[config.mk]
export PLATFORM = sky130hd
export DESIGN_NAME = memory_arbiter
export DESIGN_NICKNAME = d
export VERILOG_FILES = /design/src/rtl/cpu_types_pkg.sv /design/src/rtl/memory_arbiter.sv
export SDC_FILE = /design/constraint.sdc
export NUM_CORES = 1
export LEC_CHECK = 0
export ABC_AREA = 1
export CORE_AREA = 3 3 103 105
export CTS_BUF_LIST = sky130_fd_sc_hd__clkbuf_16
export DETAILED_ROUTE_END_ITERATION = 8
export DIE_AREA = 0 0 106 108
export GPL_TIMING_DRIVEN = 0
export PLACE_DENSITY = 0.62
export SETUP_SLACK_MARGIN = 0.4
export SKIP_LAST_GASP = 1
export SYNTH_ARGS = -nofsm -noshare
export SYNTH_HDL_FRONTEND = slang
export SYNTH_SLANG_ARGS = --single-unit
[constraint.sdc]
create_clock -name CLK -period 2.5 [get_ports CLK]
set_input_delay 0.75 -clock CLK [delete_from_list [all_inputs] [get_ports CLK]]
set_output_delay 0.75 -clock CLK [all_outputs]
set_load 0.03 [all_outputs]
[src/rtl/cpu_types_pkg.sv]
// rtl/cpu_types_pkg.sv - shared datapath types for the memory arbiter
// Purpose: word type, RAM handshake state encoding and arbiter FSM states.
// Ports: none (package).
package cpu_types_pkg;

  localparam int CPU_WORD_W = 32;

  typedef logic [CPU_WORD_W-1:0] word_t;

  typedef enum logic [1:0] {
    FREE   = 2'd0,
    BUSY   = 2'd1,
    ACCESS = 2'd2,
    ERROR  = 2'd3
  } ramstate_t;

  typedef enum logic [1:0] {
    IDLE   = 2'd0,
    DGRANT = 2'd1,
    IGRANT = 2'd2
  } arb_state_t;

endpackage

[src/rtl/memory_arbiter.sv]
// rtl/memory_arbiter.sv - shares one RAM port between instruction fetch and data access
// Purpose: grants one requester at a time, data first, with a starvation
//          counter that forces an instruction grant after STARVE_LIMIT
//          consecutive data completions while an instruction fetch waits.
// Ports:
//   CLK, nRST                 clock, asynchronous active-low reset
//   iREN, iaddr               instruction read request / address
//   iwait, iload              instruction wait flag / returned data
//   dREN, dWEN, daddr, dstore data read/write request, address, write data
//   dwait, dload              data wait flag / returned data
//   ramREN, ramWEN            RAM strobes
//   ramaddr, ramstore         RAM address / write data
//   ramload, ramstate         RAM read data / RAM handshake state
//   ram_err                   sticky flag, set by any ERROR completion
module memory_arbiter
  import cpu_types_pkg::*;
#(
  parameter int STARVE_LIMIT = 4,
  parameter int WORD_W       = 32
) (
  input  logic              CLK,
  input  logic              nRST,
  input  logic              iREN,
  input  logic [WORD_W-1:0] iaddr,
  output logic              iwait,
  output logic [WORD_W-1:0] iload,
  input  logic              dREN,
  input  logic              dWEN,
  input  logic [WORD_W-1:0] daddr,
  input  logic [WORD_W-1:0] dstore,
  output logic              dwait,
  output logic [WORD_W-1:0] dload,
  output logic              ramREN,
  output logic              ramWEN,
  output logic [WORD_W-1:0] ramaddr,
  output logic [WORD_W-1:0] ramstore,
  input  logic [WORD_W-1:0] ramload,
  input  logic [1:0]        ramstate,
  output logic              ram_err
);

  localparam int CNT_W = $clog2(STARVE_LIMIT + 1);

  arb_state_t       state;
  logic [CNT_W-1:0] starve_cnt;
  logic             ram_err_q;

  ramstate_t rs;
  logic      dreq;
  logic      done;
  logic      starve_hit;

  assign rs         = ramstate_t'(ramstate);
  assign dreq       = dREN | dWEN;
  // ERROR ends the access just like ACCESS so the requester never hangs.
  assign done       = (rs == ACCESS) || (rs == ERROR);
  assign starve_hit = (starve_cnt == CNT_W'(STARVE_LIMIT));
  assign ram_err    = ram_err_q;

  always_ff @(posedge CLK or negedge nRST) begin
    if (!nRST) begin
      state      <= IDLE;
      starve_cnt <= '0;
      ram_err_q  <= 1'b0;
    end else begin
      case (state)
        IDLE: begin
          if (dreq && !(iREN && starve_hit)) state <= DGRANT;
          else if (iREN)                     state <= IGRANT;
        end
        DGRANT: begin
          if (!dreq) begin
            // Request withdrawn before completion: abandon silently.
            state <= IDLE;
          end else if (done) begin
            state <= IDLE;
            if (!iREN)            starve_cnt <= '0;
            else if (!starve_hit) starve_cnt <= starve_cnt + CNT_W'(1);
            if (rs == ERROR) ram_err_q <= 1'b1;
          end
        end
        IGRANT: begin
          if (!iREN) begin
            state <= IDLE;
          end else if (done) begin
            state      <= IDLE;
            starve_cnt <= '0;
            if (rs == ERROR) ram_err_q <= 1'b1;
          end
        end
        default: state <= IDLE;
      endcase
    end
  end

  // Strobes and wait/load follow the live request so a dropped request
  // releases the RAM in the same cycle.
  always_comb begin
    ramREN   = 1'b0;
    ramWEN   = 1'b0;
    ramaddr  = '0;
    ramstore = '0;
    iwait    = 1'b1;
    iload    = '0;
    dwait    = 1'b1;
    dload    = '0;
    case (state)
      DGRANT: begin
        ramREN   = dREN;
        ramWEN   = dWEN;
        ramaddr  = daddr;
        ramstore = dstore;
        if (dreq && done) begin
          dwait = 1'b0;
          dload = ramload;
        end
      end
      IGRANT: begin
        ramREN  = iREN;
        ramaddr = iREN ? iaddr : '0;
        if (iREN && done) begin
          iwait = 1'b0;
          iload = ramload;
        end
      end
      default: ;
    endcase
  end

endmodule
==> results.json <==
{
  "outcome": "finished, final reports clean",
  "num_rows": 36,
  "die_area_mm2": 0.0114,
  "tightest_slew_ns": 0.332,
  "dp.cells": 753,
  "cts_tree": "yes",
  "ctsHoldBuffers": 0,
  "numCtsBuffers": 3,
  "synth_top_cell_area_share_pct": 28.3,
  "ios": 268,
  "die_y_um": 108,
  "maxCapViolCount": 0,
  "gp_congestion": 0.806,
  "layoutNonFillerInstCount": 785,
  "synth_edf_count": 0,
  "synth_cell_type_count": 20,
  "yosys_most_used_dff": "dfrtp_1",
  "start_util_pct": 16.9,
  "cp_slowest_cell": "dfrtp_1",
  "grt_pass1_wl_mm": 16.7,
  "final_max_slew_viol_count": 0,
  "max_freq_ghz": 0.418,
  "period_share_pct": 95.8,
  "portBuffers": 267,
  "worstSetupEndpointType": "output port",
  "power_density_mw_per_mm2": 830,
  "rsz0062_at_grt": "yes",
  "synth_warnings": 0,
  "holdWs_ns": 0.451,
  "p_leak_nw": 2.97,
  "yosysMostFrequentCell": "nand2_1",
  "grt_pass1_vias": 3354,
  "synthTopCellsByArea": "nand2_1 (28%), inv_1 (17%), nor2_1 (16%), a21oi_1 (10%), dfrtp_1 (9.1%)",
  "crit_arrival_ns": 1.64,
  "place_hpwl_mm": 9.18,
  "worstPathCellList": "buf_6 > ha_4 > nand2_4 > clkinv_8 > nand2_8 > buf_12 > buf_16 > nor2_4 > buf_6",
  "htree_levels": 1,
  "finalPower_w": 0.00526,
  "yosysTopAreaCell": "nand2_1",
  "drcViolationCount": 0,
  "worstPathRequired_ns": 1.75,
  "crit_path_max_incr_delay_ns": 0.39,
  "first_iter_violations": 93,
  "die-width_um": 106,
  "core-area_mm2": 0.00973,
  "wl_mm": 11.6,
  "antenna_found_initial": 0,
  "nets": 795,
  "crit_type": "reg -> out",
  "peakVddDrop_v": 0.000587,
  "post-route-util_pct": 65.1,
  "synth_common_cells": "nand2_1 (124), inv_1 (76), nor2_1 (70)",
  "clk_path_buf_depth": 2,
  "ys_seq_area_share_pct": 9.13,
  "hold_class": "reg -> reg",
  "ant_nets": 0,
  "clkTransAtPathRegs_ns": 0.03,
  "hold_viol": 0,
  "wl_per_cell_um": 14.8,
  "diodes": 0,
  "vias": 3296,
  "ys_ff_latch": 6,
  "synthArstFlopShare_pct": 100,
  "dr.pass1.iters": 4,
  "rrSetupSlack_ns": 0.95,
  "syn_area_mm2": 0.00164,
  "grt_max_degree": 11,
  "clock_latency_ns": 0.22,
  "fin_crit_ns": 2.39,
  "slew_headroom_pct": 77.8,
  "clock-sinks": 6,
  "grt_overflow_total": 0,
  "start_kind": "flop",
  "synth_nets": 494,
  "track_usage_pct": 18.0,
  "root_buffer": "clkbuf_16",
  "drive_gt1_share_pct": 53.2,
  "syn_avg_cell_area_um2": 4.66,
  "synthToLayoutAreaGrowth_pct": 286,
  "syn_inst": 353,
  "tns_ns": 0,
  "crit_path_max_fanout": 7,
  "via_per_inst": 4.20,
  "crit_top_cell": "buf_6",
  "setup_violations": 0,
  "clock_skew_ns": 0.000367
}
[layer usage]
metal / part of all wire [%] / wire (um) / vias to the layer above / track usage [%]
li1: - / - / 1619 / -
met1: 32 / 3720 / 1487 / 17.2
met2: 55 / 6460 / 178 / 36.7
met3: 11 / 1310 / 12 / 6.27
met4: 1.3 / 151 / 0 / 3.61
met5: 0 / 0 / - / 0
[state kept, by name, indices dropped and copies added (netlist names)]
signal and cells:
starve_cnt 3, state 2, ram_err 1
[where the power goes]
part	leakage, nW	switching, W	internal (W)
combinational	2.85	0.00262	0.00223
sequential	0.0744	0.0000289	0.000131
clock	0.0370	0.0000480	0.000205
[kinds of logic after synthesis]
family	share of synthesized area, %
simple gates	50.5
fa+ha+maj	4.57
flops	9.13
buf+inv	25.3
compound gates	10.5
[worst max-delay path, delay by kind of cell (launching register included)]
kind                     cells  cell delay [ns]
adder cells (fa/ha/maj)      1             0.16
buffers and inverters        5             0.61
flip-flops                   1             0.39
AND/OR/NAND/NOR              3             0.25
[repair_timing]
item,CTS,global route
resized for setup,874,229
buffers inserted,17,3
gates cloned,6,3
pin swaps,7,13
endpoints found under the setup margin,132,132
[area by class of cell]
cell class,count,area (um2)
Fill cell,806,3390
Timing Repair Buffer,296,3190
Multi-Input combinational cell,250,2090
Buffer,20,352
Inverter,77,309
Tap cell,133,166
Sequential cell,6,150
Clock buffer,3,75.1
[stage by stage]
stage	setup WS, ns	cell area [um2]
global route	0.0348	6340
CTS	0.102	5680
global placement	-0.910	5380
detailed placement	-0.916	5380
finish	0.106	6340
floorplan	0.312	2540
[worst paths after layout]
kind,from,endpoint,cells after the start
hold reg to reg,ram_err,ram_err,1
min in group asynchronous,nRST,starve_cnt[2],1
setup / recovery,state[1],iload[16],9
max in group asynchronous,nRST,state[1],1
setup reg to reg,state[0],state[0],10
hold / removal,ram_err,ram_err,1
[cell usage in the layout (no fill, tap or decap)]
cell type        synthesis  final
inv_2                    0     19
nand2_4                  1     12
inv_1                   76     56
nand2_2                  1     22
buf_12                   0     12
ha_4                     0      3
buf_2                    7      4
a21oi_4                  0     31
buf_4                    5     32
ha_1                     6      3
nand2_1                124     91
nand2_8                  0      1
clkdlybuf4s50_1          0    122
nand3_1                  8      8
dfrtp_1                  6      6
dlygate4sd2_1            0      3
buf_6                    3    119
buf_8                    0      8
dlymetal6s2s_1           0      6
nand3_4                  0      1
nor3_1                   1      1
buf_16                   0      5
a21o_1                   1      1
inv_8                    0      1
nor2_4                   1     61
clkinv_8                 0      1
nand4_1                  2      2
nor2_2                   1      5
a21oi_2                  0      2
clkbuf_16                0      8
nor2_1                  70      6
Power figures use the tool's default switching activity.
